==> config.mk <==
export PLATFORM = sky130hd
export DESIGN_NAME = voice_allocator
export DESIGN_NICKNAME = d
export VERILOG_FILES = /design/src/rtl/voice_allocator.sv
export SDC_FILE = /design/constraint.sdc
export NUM_CORES = 1
export LEC_CHECK = 0
export CORE_UTILIZATION = 53
export CTS_CLUSTER_DIAMETER = 150
export DETAILED_ROUTE_END_ITERATION = 7
export GPL_ROUTABILITY_DRIVEN = 0
export HOLD_SLACK_MARGIN = 0.12
export PLACE_DENSITY = 0.87
export SLEW_MARGIN = 20
export SYNTH_ARGS = -nofsm -noshare
export SYNTH_HDL_FRONTEND = slang
export SYNTH_SLANG_ARGS = --single-unit
==> constraint.sdc <==
create_clock -name clk -period 9.3 [get_ports clk]
set_clock_uncertainty 0.15 [all_clocks]
set_input_delay 1.86 -clock clk [delete_from_list [all_inputs] [get_ports clk]]
set_output_delay 1.86 -clock clk [all_outputs]
set_load 0.03 [all_outputs]
==> src/rtl/voice_allocator.sv <==
// voice_allocator
//   Polyphony controller: maps up to NVOICES held keys from the PS/2 key
//   decoder onto a bank of shared sine generators. A 3-bit scan pointer
//   visits one key per clock, so a full sweep takes 8 cycles and any key
//   change reaches the outputs within 9 cycles (1 input register + sweep).
//
//   Optional feature macro: VOICE_STEAL_EN
//     defined   : a press with all slots busy steals the oldest slot
//                 (lowest index on an age tie); the evicted key is flagged
//                 in dropped and stays silent until released and re-pressed.
//     undefined : a press with all slots busy is flagged in dropped and
//                 stays silent until released and re-pressed.
//
// Ports
//   clk        in   system clock (key decoder domain)
//   clrn       in   asynchronous active-low reset
//   key_8      in   [7:0]  level per key, bit k = key k held
//   voice_on   out  [NVOICES-1:0]     slot i active
//   voice_freq out  [16*NVOICES-1:0]  slot i frequency word at [16i+15:16i]
//   voice_key  out  [3*NVOICES-1:0]   key index owning slot i
//   voice_cnt  out  [3:0]  number of active slots
//   dropped    out  [7:0]  key held but not sounding
module voice_allocator #(
  parameter int NVOICES = 4,
  parameter int AGE_W   = 3
) (
  input  logic                   clk,
  input  logic                   clrn,
  input  logic [7:0]             key_8,
  output logic [NVOICES-1:0]     voice_on,
  output logic [16*NVOICES-1:0]  voice_freq,
  output logic [3*NVOICES-1:0]   voice_key,
  output logic [3:0]             voice_cnt,
  output logic [7:0]             dropped
);

  localparam int IW = (NVOICES > 1) ? $clog2(NVOICES) : 1;

  function automatic logic [15:0] freq_of(input logic [2:0] k);
    case (k)
      3'd0:    freq_of = 16'd714;
      3'd1:    freq_of = 16'd802;
      3'd2:    freq_of = 16'd900;
      3'd3:    freq_of = 16'd954;
      3'd4:    freq_of = 16'd1070;
      3'd5:    freq_of = 16'd1201;
      3'd6:    freq_of = 16'd1349;
      default: freq_of = 16'd1429;
    endcase
  endfunction

  logic [2:0]            ptr;
  logic [7:0]            key_q;
  logic [7:0]            h_q;
  logic [AGE_W-1:0]      age_q [NVOICES];

  logic [NVOICES-1:0]    on_n;
  logic [16*NVOICES-1:0] freq_n;
  logic [3*NVOICES-1:0]  key_n;
  logic [7:0]            drop_n;
  logic [7:0]            h_n;
  logic [AGE_W-1:0]      age_n [NVOICES];
  logic [3:0]            cnt_n;
  logic                  press, rel, free_found, own_found, do_alloc;
  logic [IW-1:0]         free_idx, own_idx, tgt;
`ifdef VOICE_STEAL_EN
  logic [IW-1:0]         steal_idx;
  logic [2:0]            steal_key;
`endif

  always_comb begin
    on_n       = voice_on;
    freq_n     = voice_freq;
    key_n      = voice_key;
    drop_n     = dropped;
    h_n        = h_q;
    age_n      = age_q;
    cnt_n      = '0;
    free_found = 1'b0;
    free_idx   = '0;
    own_found  = 1'b0;
    own_idx    = '0;
    tgt        = '0;
    do_alloc   = 1'b0;
    press      = key_q[ptr] & ~h_q[ptr];
    rel        = ~key_q[ptr] & h_q[ptr];

    // Descending scan so the lowest-index free slot is the one that sticks.
    for (int i = NVOICES - 1; i >= 0; i--) begin
      if (!voice_on[i]) begin
        free_found = 1'b1;
        free_idx   = IW'(i);
      end
    end

    for (int i = 0; i < NVOICES; i++) begin
      if (voice_on[i] && voice_key[3*i +: 3] == ptr) begin
        own_found = 1'b1;
        own_idx   = IW'(i);
      end
    end

`ifdef VOICE_STEAL_EN
    // Strict greater-than keeps the lowest index on an age tie.
    steal_idx = '0;
    steal_key = voice_key[2:0];
    for (int i = 1; i < NVOICES; i++) begin
      if (age_q[i] > age_q[steal_idx]) begin
        steal_idx = IW'(i);
        steal_key = voice_key[3*i +: 3];
      end
    end
`endif

    if (press) begin
      h_n[ptr] = 1'b1;
      if (free_found) begin
        tgt      = free_idx;
        do_alloc = 1'b1;
      end else begin
`ifdef VOICE_STEAL_EN
        tgt               = steal_idx;
        do_alloc          = 1'b1;
        drop_n[steal_key] = 1'b1;
`else
        drop_n[ptr] = 1'b1;
`endif
      end
    end else if (rel) begin
      h_n[ptr]    = 1'b0;
      drop_n[ptr] = 1'b0;
      if (own_found) begin
        on_n[own_idx]  = 1'b0;
        age_n[own_idx] = '0;
      end
    end

    if (do_alloc) begin
      for (int i = 0; i < NVOICES; i++) begin
        if (IW'(i) == tgt) begin
          on_n[i]            = 1'b1;
          key_n[3*i +: 3]    = ptr;
          freq_n[16*i +: 16] = freq_of(ptr);
          age_n[i]           = '0;
        end else if (voice_on[i] && age_q[i] != {AGE_W{1'b1}}) begin
          age_n[i] = age_q[i] + AGE_W'(1);
        end
      end
    end

    for (int i = 0; i < NVOICES; i++) begin
      cnt_n = cnt_n + 4'(on_n[i]);
    end
  end

  always_ff @(posedge clk or negedge clrn) begin
    if (!clrn) begin
      ptr        <= '0;
      key_q      <= '0;
      h_q        <= '0;
      voice_on   <= '0;
      voice_freq <= '0;
      voice_key  <= '0;
      voice_cnt  <= '0;
      dropped    <= '0;
      for (int i = 0; i < NVOICES; i++) age_q[i] <= '0;
    end else begin
      ptr        <= ptr + 3'd1;
      key_q      <= key_8;
      h_q        <= h_n;
      voice_on   <= on_n;
      voice_freq <= freq_n;
      voice_key  <= key_n;
      voice_cnt  <= cnt_n;
      dropped    <= drop_n;
      for (int i = 0; i < NVOICES; i++) age_q[i] <= age_n[i];
    end
  end

endmodule
== Word-level counts from Yosys, hierarchy flattened ==
Cells that the tools add are included.

* Register bits: 111
* Output and inout port bits: 92
* Input port bits: 10

* Reductions and logical operators: 14
* Muxes and demuxes: 41
* Add/subtract/negate cells: 4
* Bitwise gates (word level): 11
* Equality and inequality tests: 14
* Order comparisons: 4

{| class="wikitable"
|+ Operators with widths
! kind !! number
|-
| case mux 11 bit (7 select lines) || 1
|-
| two-way mux 8 bit || 5
|-
| two-way mux 1 bit || 19
|-
| AND 8 bit || 2
|-
| two-way mux 2 bit || 8
|-
| two-way mux 4 bit || 4
|-
| bitwise OR 8 bit || 2
|-
| == test 3 bit || 4
|-
| AND reduction 2 bit || 5
|-
| == test 3 bit (second input constant) || 3
|-
| NOT 8 bit || 1
|-
| binary-select mux 1 bit (select 3 bit) || 2
|-
| == test 3 x 2 -> 1 bit (second input constant) || 2
|-
| logical AND 1 bit || 6
|-
| adder 3 x 1 -> 4 bit || 1
|-
| AND 4 bit || 1
|-
| == test 2 bit (first input constant) || 2
|-
| < comparator 3 x 4 -> 1 bit (second input constant) || 1
|-
| NOT 4 bit || 1
|-
| adder 2 x 1 -> 3 bit || 1
|-
| adder 3 x 1 -> 3 bit (second input constant) || 1
|-
| demux 1 bit (select 3 bit) || 1
|-
| == test 3 x 1 -> 1 bit (second input constant) || 1
|-
| greater-or-equal comparator 3 x 1 -> 1 bit (second input constant) || 1
|-
| other kinds (11) || 13
|}

== Logic depth before layout (Yosys ltp) ==
Gate-level depths: netlist (run 1).

* Depth in word-level cells: 19
* Depth in mapped cells: 15
* Gate-level depth less buffers: 12

== Worst setup path before layout (run 1) ==
Ideal clock, no wire load.

* Kind: reg2reg
* Start point: register ptr[1]
* End point: register voice_cnt[1]
* Data arrival time: 3.001 ns
* Stages on the path, launching flop included: 12
* Period minus slack after synthesis: 3.277 ns
* Setup time: 0.126 ns
* Path slack: 6.023 ns
* Cell sequence: dfrtp_1 mux4_1 nand2_1 and2_4 ha_1 clkbuf_2 and2b_1 nand3_2 a2bb2oi_1 fa_1 ha_1 ha_1

* Longest elaborated chain between the ends: 19

{| class="wikitable"
|+ Ends and longest elaborated chain
! element !! line !! text
|-
| start, declared || 52 || <nowiki>logic [2:0] ptr;</nowiki>
|-
| start signal, assigned || 168 || <nowiki>ptr <= ptr + 3'd1;</nowiki>
|-
| == test 3 bit || 97 || <nowiki>if (voice_on[i] && voice_key[3*i +: 3] == ptr) begin</nowiki>
|-
| logical AND 1 bit || 97 ||
|-
| two-way mux 1 bit || 97 ||
|-
| two-way mux 2 bit (2 in a row) || 97 ||
|-
| < comparator 2 x 3 -> 1 bit (not written as such) or greater-or-equal comparator 2 x 1 -> 1 bit (tied branches) || 133 || <nowiki>on_n[own_idx] = 1'b0;</nowiki>
|-
| logical AND 1 bit (not written as such) || 133 ||
|-
| two-way mux 1 bit (not written as such) || 133 ||
|-
| demux 1 bit (select 2 bit) || 133 ||
|-
| [... 4 more ...] || - ||
|-
| two-way mux 4 bit || 115 || <nowiki>if (press) begin</nowiki>
|-
| two-way mux 1 bit || 140 || <nowiki>if (IW'(i) == tgt) begin</nowiki>
|-
| two-way mux 4 bit (*) || 138 || <nowiki>if (do_alloc) begin</nowiki>
|-
| named net on_n[1] || 57 || <nowiki>logic [NVOICES-1:0] on_n;</nowiki>
|-
| adder 1 x 1 -> 2 bit (*) || 152 || <nowiki>cnt_n = cnt_n + 4'(on_n[i]);</nowiki>
|-
| adder 2 x 1 -> 3 bit (*) || 152 ||
|-
| adder 3 x 1 -> 4 bit (*) || 152 ||
|-
| named net cnt_n[1] || 63 || <nowiki>logic [3:0] cnt_n;</nowiki>
|-
| end signal, assigned || 174 || <nowiki>voice_cnt <= cnt_n;</nowiki>
|-
| end, declared || 33 || <nowiki>output logic [3:0] voice_cnt,</nowiki>
|}

Mark *: on every way through the listed nets, which the timed path passes. The rest lies on a longest branch. The select of a mux whose other input is x is not followed.
A chain may end at the register's enable or synchronous reset.

== Worst setup path after layout (run 1) ==
* Start point: register ptr[2]
* End point: register voice_cnt[1]

{| class="wikitable"
|+ RTL lines
! element !! line !! text
|-
| == test 3 bit || 97 ||
|-
| logical AND 1 bit || 97 ||
|-
| two-way mux 1 bit || 97 ||
|-
| two-way mux 2 bit (2 in a row) || 97 ||
|-
| < comparator 2 x 3 -> 1 bit (not written as such) or greater-or-equal comparator 2 x 1 -> 1 bit (tied branches) || 133 ||
|-
| logical AND 1 bit (not written as such) || 133 ||
|-
| two-way mux 1 bit (not written as such) || 133 ||
|-
| demux 1 bit (select 2 bit) || 133 ||
|-
| [... 2 more ...] || - ||
|-
| two-way mux 4 bit || 132 || <nowiki>if (own_found) begin</nowiki>
|-
| two-way mux 4 bit || 129 || <nowiki>end else if (rel) begin</nowiki>
|-
| two-way mux 4 bit || 115 ||
|-
| two-way mux 1 bit || 140 ||
|-
| two-way mux 4 bit (*) || 138 ||
|-
| named net on_n[3] || 57 ||
|-
| adder 3 x 1 -> 4 bit (*) || 152 ||
|-
| named net cnt_n[1] || 63 ||
|}

Marks and branches as above.

==> metrics, run 1 <==
ys async rst share=100.0%; CP max-delay cell=dfrtp_1; H-tree depth=3; clock root cell=clkbuf_8; EDFF count, synth=0; Core ar.=7292 um^2; Netlist cell types=49; first-pass iteration count of the detailed router=4; Setup WS post-layout=4.498 ns; DRC=0; Post-CTS Hold Fix Bufs=0; met3 global-route usage=5.355%; setup TNS=0 ns; total power per unit cell area=358.0 nW/um^2; ys flop type=dfrtp_1; clock buffer count from CTS=9; clk buf depth=2; die area=7937 um^2; CP cell instances=inv_2 > a21oi_1 > a21oi_1 > a221o_1 > ha_1 > and3_2 > nand3b_1 > nand2_1 > fa_1 > ha_1 > ha_1; worst vdd ir=0.1908 mV; startpoint class of the critical path=register; critical path required time=9.40 ns; CTS tree=built; RSZ-0062 raised after global routing=no; IO buf count=80; total grt overflow=0; Worst-Skew Late Latency=0.36 ns; post-route ant nets=0; Setup CP Type=register to register; Hold Vio Cnt, Final=0; largest net degree at the start of global routing=91; Slew @ Worst Pin=0.9720 ns; commonest non-fill, non-tap cell in the layout=dfrtp_1; Post-DP HPWL=5865 um; routed wire length per instance=15.14 um; Avg Inst Size Synth=10.92 um^2; P&R area growth vs syn=21.69%; Slew headroom=35.00%; # nets final=458; number of vias per cell=5.222; vias in the first global route=2677; CP max FO=29; fin. max-slew vios=0; # rows=31; Final Cycle Share=51.64%; layout cell share with drive strength beyond 1=9.729%; CP delay by family, top=adder cells; grt met2 use=36.36%; most used cell, CP=ha_1; most frequent cells in the layout=dfrtp_1, clkdlybuf4s50_1, nand2_1, o21ai_0, conb_1; Setup WS pre-CTS=4.566 ns; status=completed; post-synthesis register bit count=90; total number of vias=2825; Critical Path End Type=register; leak pwr=2.179 nW; global-route wire length before repair=13160 um; gr usage total=22.58%; Yosys Warn Count=0; post-synthesis sequential area ratio=56.02%; Slowest Stage Delay on Critical Path=0.96 ns; GR peak layer=met2; I/O pins=102; Mapped Cells=368; post-CTS repair timing setup buffer count=0; fin crit period=4.802 ns; antenna cell count=0; met1 global-route usage=29.29%; die height=89.09 um; Final setup viols=0; clock-pin transition on the worst setup and hold timing paths=0.08 ns; initial antenna violation count=0; Critical Path AT=4.90 ns; Sink Count=90; max-cap violations=0; DRT Wirelength=8189 um; Die W=89.09 um; Fmax=208.2 MHz; Cell Area, Synth=4020 um^2; post-cts resize count=0; DRT iter0 DRCs=181; CP bufs+invs=1; initial core utilization=55.13%; hold crit path type=register to register
-- logic make-up (layout without fill, tap and decap cells) --
family                     after synthesis  in the layout  synth area share [%]
other                                    1             21               0.09328
buffers and inverters                   49            103                 8.185
muxes                                   13             13                 4.295
DFF                                     90             90                 56.02
xor gates and xnor gates                12             12                 2.801
AOI/OAI and AO/OA                       86             86                 12.95
and+or+nand+nor                        107            107                 12.36
adders and majority gates               10             10                 3.299
-- final cells by class --
class | count | area [um^2]
clock inverters | 4 | 28.78
flip-flops and latches | 90 | 2252
inverters | 8 | 30.03
fillers | 570 | 2400
clock buffers | 11 | 141.4
well taps | 99 | 123.9
multi-input cells | 249 | 1514
repair buffers | 80 | 802.0
-- per-stage QoR --
stage	hold slack [ns]	area (um^2)	utilization [%]	power, mW	std cells
2_1_floorplan	0.3220	4095	-	1.163	388
3_3_place_gp	0.3110	4718	64.70	1.499	526
3_5_place_dp	0.3201	4718	64.70	1.534	526
4_1_cts	0.3374	4888	67.04	1.768	541
5_1_grt	0.3556	4892	67.09	1.860	541
6_report	0.3346	4892	67.09	1.752	541
-- cells in the mapped netlist, types with 2 or more instances --
master	n	share of area, %
o21ai_0	60	7.5
nor3_1	5	0.62
buf_2	7	0.87
nand4_1	4	0.62
nand2_2	3	0.47
inv_1	5	0.47
mux2_2	8	2.2
a21oi_1	5	0.62
o21ai_2	4	0.87
buf_4	24	4.5
nand3_1	2	0.25
mux4_1	2	1.3
nand2b_1	3	0.47
nor2_1	14	1.3
xnor2_1	9	2.0
o21ai_1	3	0.37
nand2_1	66	6.2
mux2i_1	3	0.75
buf_6	6	1.7
o22a_1	5	1.1
inv_2	3	0.28
ha_1	9	2.8
clkbuf_1	2	0.19
dfrtp_1	90	56
xor2_1	2	0.44
-- worst paths after layout --
kind                       slack, ns                      start                         to  cells after the start
setup / recovery                4.50           ptr[2]$_DFF_PN0_     voice_cnt[1]$_DFF_PN0_                     11
hold / removal                  0.33  voice_freq[6]$_DFFE_PN0P_  voice_freq[6]$_DFFE_PN0P_                      2
setup reg to reg                4.50           ptr[2]$_DFF_PN0_     voice_cnt[1]$_DFF_PN0_                     11
hold reg to reg                 0.33  voice_freq[6]$_DFFE_PN0P_  voice_freq[6]$_DFFE_PN0P_                      2
max in group asynchronous       7.09                       clrn  voice_freq[6]$_DFFE_PN0P_                      1
min in group asynchronous       1.40                       clrn         key_q[7]$_DFF_PN0_                      1
-- power breakdown --
part	switching, mW	internal (mW)	total [mW]	leakage (nW)
clock	0.130	0.103	0.233	0.0814
combinational	0.502	0.352	0.854	0.996
sequential	0.111	0.554	0.665	1.10
total	0.743	1.01	1.75	2.18
-- per-layer routing --
metal / vias up / share of wire (%)
li1: 1344 / -
met1: 1371 / 42
met2: 95 / 51
met3: 15 / 5.2
met4: 0 / 1.9
met5: - / 0
-- worst reg2reg max path, cell delays in order (launching register included) --
cell,delay (ns)
dfrtp_1,0.96
inv_2,0.32
a21oi_1,0.22
a21oi_1,0.08
a221o_1,0.38
ha_1,0.35
and3_2,0.32
nand3b_1,0.73
nand2_1,0.21
fa_1,0.48
ha_1,0.21
ha_1,0.27
Power figures use the tool's default switching activity.
==> run 2: changes to the inputs <==
--- a/config.mk
+++ b/config.mk
@@ -5,12 +5,12 @@
 export SDC_FILE = /design/constraint.sdc
 export NUM_CORES = 1
 export LEC_CHECK = 0
-export CORE_UTILIZATION = 53
+export CORE_UTILIZATION = 44
 export CTS_CLUSTER_DIAMETER = 150
 export DETAILED_ROUTE_END_ITERATION = 7
 export GPL_ROUTABILITY_DRIVEN = 0
 export HOLD_SLACK_MARGIN = 0.12
-export PLACE_DENSITY = 0.87
+export PLACE_DENSITY = 0.78
 export SLEW_MARGIN = 20
 export SYNTH_ARGS = -nofsm -noshare
 export SYNTH_HDL_FRONTEND = slang
==> constraint.sdc (replaced) <==
create_clock -name clk -period 4.2 [get_ports clk]
set_clock_uncertainty 0.15 [all_clocks]
set_input_delay 0.84 -clock clk [delete_from_list [all_inputs] [get_ports clk]]
set_output_delay 0.84 -clock clk [all_outputs]
set_load 0.03 [all_outputs]
==> metrics, run 2 (synthesis gave the netlist of run 1 again) <==
Final Cycle Share=89.19% (+38 points); fin. max-slew vios=0 (unchanged); initial core utilization=45.87% (-9.3 points); Hold Vio Cnt, Final=0 (unchanged); CP max-delay cell=dfrtp_1; global-route wire length before repair=13740 um (+4.5%); Critical Path AT=3.85 ns (-1.05 ns); Setup CP Type=register to register; DRT Wirelength=8285 um (+1.2%); post-route ant nets=0 (unchanged); Core ar.=8763 um^2 (+20%); commonest non-fill, non-tap cell in the layout=dfrtp_1; RSZ-0062 raised after global routing=no; leak pwr=2.224 nW (+2.1%); Die W=97.59 um (+9.5%); most used cell, CP=ha_1; clk buf depth=2 (unchanged); met1 global-route usage=24.77% (-4.5 points); max-cap violations=0 (unchanged); die area=9523 um^2 (+20%); grt met2 use=29.85% (-6.5 points); Non-Filler Instances=557 (+3.0%); first-pass iteration count of the detailed router=4 (unchanged); most frequent cells in the layout=dfrtp_1, clkdlybuf4s50_1, nand2_1, o21ai_0, conb_1; layout cell share with drive strength beyond 1=11.36% (+1.6 points); Slew @ Worst Pin=0.9412 ns (-0.03076 ns); CP cell instances=mux4_1 > nand2_1 > and2_4 > ha_1 > and2b_1 > nand3_2 > a2bb2oi_1 > fa_1 > ha_1 > ha_1; Slew headroom=37.25% (+2.2 points); antenna cell count=0 (unchanged); Placed Cells=541 (+2.9%); # rows=34 (+9.7%); post-CTS repair timing setup buffer count=0 (unchanged); CP max FO=13 (-55%); number of vias per cell=5.007 (-4.1%); clock-pin transition on the worst setup and hold timing paths=0.10 ns (+0.02 ns); DRC=0 (unchanged); Finished Core Util=56.88% (-10 points); vias in the first global route=2678 (+0.037%); post-cts resize count=0 (unchanged); Power Total=3.957 mW (+130%); I/O pins=102 (unchanged); worst vdd ir=0.3628 mV (+90%); routed wire length per instance=14.87 um (-1.7%); # nets final=464 (+1.3%); gr usage total=18.46% (-4.1 points); H-tree depth=3 (unchanged); largest net degree at the start of global routing=91 (unchanged); status=completed; initial antenna violation count=0 (unchanged); DRT iter0 DRCs=109 (-40%); Critical Path End Type=register; startpoint class of the critical path=register; met3 global-route usage=5.036% (-0.32 points); Post-DP HPWL=5889 um (+0.41%); clock root cell=clkbuf_8; fin crit period=3.746 ns (-1.056 ns); Worst-Skew Late Latency=0.36 ns (about the same); setup TNS=0 ns (unchanged); Slowest Stage Delay on Critical Path=0.61 ns (-0.35 ns); Post-CTS Hold Fix Bufs=0 (unchanged); die height=97.59 um (+9.5%); total number of vias=2789 (-1.3%); Sink Count=90 (unchanged); hold crit path type=register to register; r2r setup slk=0.45 ns (-4.04 ns); P&R area growth vs syn=24.00%; critical path required time=4.30 ns (-5.10 ns); total power per unit cell area=793.7 nW/um^2 (+120%); Final setup viols=0 (unchanged); clock buffer count from CTS=9 (unchanged); Fmax=267.0 MHz (+28%); GR peak layer=met2; CTS tree=built; total grt overflow=0 (unchanged); IO buf count=80 (unchanged)
-- run 2: changes by cell type in the layout (fill, tap and decap cells not counted), sizes merged --
cell,change
clkbuf,-2
buf,+6
bufinv,+1
inv,+4
clkinv,-2
-- run 2: stage by stage --
stage	area [um^2]	hold slack (ns)	setup WS, ns
detailed placement	4775	0.3190	0.5045
floorplan	4095	0.3220	0.9234
global placement	4775	0.3104	0.6668
CTS	4981	0.3379	0.4982
finish	4985	0.3362	0.4541
global route	4985	0.3643	0.3156
-- run 2: worst paths after layout --
check,from,endpoint,depth (start not counted)
min in group asynchronous,clrn,voice_freq[35]$_DFFE_PN0P_,1
setup reg to reg,ptr[1]$_DFF_PN0_,voice_cnt[1]$_DFF_PN0_,10
max in group asynchronous,clrn,voice_freq[8]$_DFFE_PN0P_,1
setup / recovery,ptr[1]$_DFF_PN0_,voice_cnt[1]$_DFF_PN0_,10
hold reg to reg,voice_freq[40]$_DFFE_PN0P_,voice_freq[40]$_DFFE_PN0P_,2
hold / removal,voice_freq[40]$_DFFE_PN0P_,voice_freq[40]$_DFFE_PN0P_,2
-- run 2: cell type report --
type	count	area [um^2]
well taps	108	135.1
multi-input cells	249	1514
flip-flops and latches	90	2252
clock inverters	7	82.58
clock buffers	9	123.9
inverters	8	30.03
fillers	761	3779
repair buffers	86	847.1
-- run 2: power breakdown --
part,switching (mW),internal (mW)
Clock,0.324,0.285
Combinational,1.10,0.782
Sequential,0.241,1.22
-- run 2: routing by layer --
layer  routed length [um]  part of all wire [%]
met5                    0                     0
met4                   80                  0.97
met3                  424                   5.1
met2                 3999                    48
met1                 3781                    46
-- run 2: worst max-delay path: cells and delay by family, from the launching register on --
kind / cells / cell delay, ns
compound gates: 1 / 0.27
simple gates: 4 / 0.63
flops: 1 / 0.61
fa+ha+maj: 4 / 1.36
mux: 1 / 0.61
==> run 3: changes to the inputs <==
--- a/config.mk
+++ b/config.mk
@@ -5,6 +5,7 @@
 export SDC_FILE = /design/constraint.sdc
 export NUM_CORES = 1
 export LEC_CHECK = 0
+export CORE_ASPECT_RATIO = 0.7
 export CORE_UTILIZATION = 44
 export CTS_CLUSTER_DIAMETER = 150
 export DETAILED_ROUTE_END_ITERATION = 7
==> metrics, run 3 (synthesis gave the netlist of run 1 again) <==
# rows=28 (-18%); hold crit path type=register to register; Critical Path End Type=register; worst vdd ir=0.4069 mV (+12%); power share of the combinational group=43.7% (-3.9 points); DRC=0 (unchanged); leak pwr=2.308 nW (+3.8%); DRT iter0 DRCs=252 (+130%); clock buffer count from CTS=9 (unchanged); met3 wire length=470 um (+11%); status=completed; CTS tree=built; uppermost routed layer=met4; Worst Setup SP=ptr[2]$_DFF_PN0_; IO buf count=80 (unchanged); vias in the first global route=2810 (+4.9%); Sw Pwr=1.680 mW (+0.94%); I/O pins=102 (unchanged); H-tree depth=3 (unchanged); Post-CTS Hold Fix Bufs=0 (unchanged); Slew headroom=35.58% (-1.7 points); clk buf depth=2 (unchanged); gr usage total=20.10% (+1.6 points); Critical Path AT=3.85 ns (about the same); first-pass iteration count of the detailed router=4 (unchanged); commonest non-fill, non-tap cell in the layout=dfrtp_1; fin. max-slew vios=0 (unchanged); Final Cell Area=5165 um^2 (+3.6%); P&R area growth vs syn=28.48%; largest net degree at the start of global routing=76 (-16%); FF-to-FF Start=ptr[2]$_DFF_PN0_; initial core utilization=46.46% (+0.58 points); Final Cycle Share=90.11% (+0.92 points); Clock power frac=22.4% (+7.0 points); Worst-Skew Late Latency=0.34 ns (-0.02 ns); Setup CP Type=register to register; Placed Cells=554 (+2.4%); Int Pwr=2.670 mW (+16%); fin crit period=3.785 ns (+0.03881 ns); Non-Filler Instances=570 (+2.3%); DRT Wirelength=8672 um (+4.7%); max-cap violations=0 (unchanged); setup TNS=0 ns (unchanged); Setup WS pre-CTS=0.4575 ns (-0.04696 ns); clock-pin transition on the worst setup and hold timing paths=0.06 ns (-0.04 ns); number of vias per cell=4.947 (-1.2%); CP max FO=16 (+3); layout cell share with drive strength beyond 1=11.33% (-0.025 points); routed wire length per instance=15.21 um (+2.3%); Slew @ Worst Pin=0.9663 ns (+0.02508 ns); met1 WL=4253 um (+12%); wire length on met2=3799 um (-5.0%); hold slack final=0.3295 ns (-0.006753 ns); clock root cell=clkbuf_16; Setup WS post-layout=0.4153 ns (-0.03881 ns); global-route wire length before repair=14150 um (+3.0%); Reg power frac=33.9% (-3.1 points); post-route ant nets=0 (unchanged); total grt overflow=0 (unchanged); most frequent cells in the layout=dfrtp_1, clkdlybuf4s50_1, nand2_1, o21ai_0, conb_1; Finished Core Util=59.69% (+2.8 points); total power per unit cell area=842.3 nW/um^2 (+6.1%); total number of vias=2820 (+1.1%); RSZ-0062 raised after global routing=no; critical path required time=4.27 ns (-0.03 ns); post-CTS repair timing setup buffer count=0 (unchanged); die area=9529 um^2 (about the same); startpoint class of the critical path=register; post-cts resize count=0 (unchanged); Hold Vio Cnt, Final=0 (unchanged); Final setup viols=0 (unchanged); # nets final=465 (+0.22%); Core ar.=8653 um^2 (-1.3%); antenna cell count=0 (unchanged); Placed Instance Area=4797 um^2 (+0.47%); Sink Count=90 (unchanged); die height=81.97 um (-16%); HP Start=voice_freq[8]$_DFFE_PN0P_; Power Total=4.350 mW (+9.9%); initial antenna violation count=0 (unchanged); Post-DP HPWL=6271 um (+6.5%); Fmax=264.2 MHz (-1.0%); Die W=116.2 um (+19%); Sw Ratio=38.62% (-3.4 points)
-- run 3: power groups by stage --
stage / clock network [mW] / registers [mW] / logic, mW
floorplan: 0 / 2.07 / 0.504
global placement: 0 / 1.48 / 1.86
detailed placement: 0 / 1.48 / 1.92
CTS: 0.990 / 1.48 / 1.92
global route: 1.03 / 1.52 / 2.04
finish: 0.975 / 1.47 / 1.90
-- run 3: path summary, 6_finish.rpt --
kind	to	slack, ns	cells after the start
min	voice_freq[8]$_DFFE_PN0P_	0.33	2
min in group asynchronous	voice_key[3]$_DFFE_PN0P_	0.48	1
max in group asynchronous	voice_freq[22]$_DFFE_PN0P_	2.64	2
max	voice_cnt[1]$_DFF_PN0_	0.42	11
max reg2reg	voice_cnt[1]$_DFF_PN0_	0.42	11
min reg2reg	voice_freq[8]$_DFFE_PN0P_	0.33	2
-- run 3: cell type report --
class,count,area (um^2)
fillers,722,3488
well taps,120,150.1
multi-input cells,249,1514
clock buffers,11,242.7
clock inverters,5,125.1
flip-flops and latches,90,2252
repair buffers,87,850.8
inverters,8,30.03
-- run 3: critical path: stages (launching register included) --
cell	delay [ns]
dfrtp_1	0.68
inv_2	0.18
a21oi_1	0.18
a21oi_1	0.07
a221o_1	0.36
ha_1	0.36
and2b_1	0.36
nand3_2	0.10
o22a_1	0.23
fa_1	0.49
ha_1	0.22
ha_1	0.27
-- run 3: routing by layer --
layer | up-vias | global-route usage (%)
met3 | 14 | 5.314
met5 | - | 0
li1 | 1353 | -
met4 | 0 | 9.615
met2 | 83 | 28.64
met1 | 1370 | 28.43
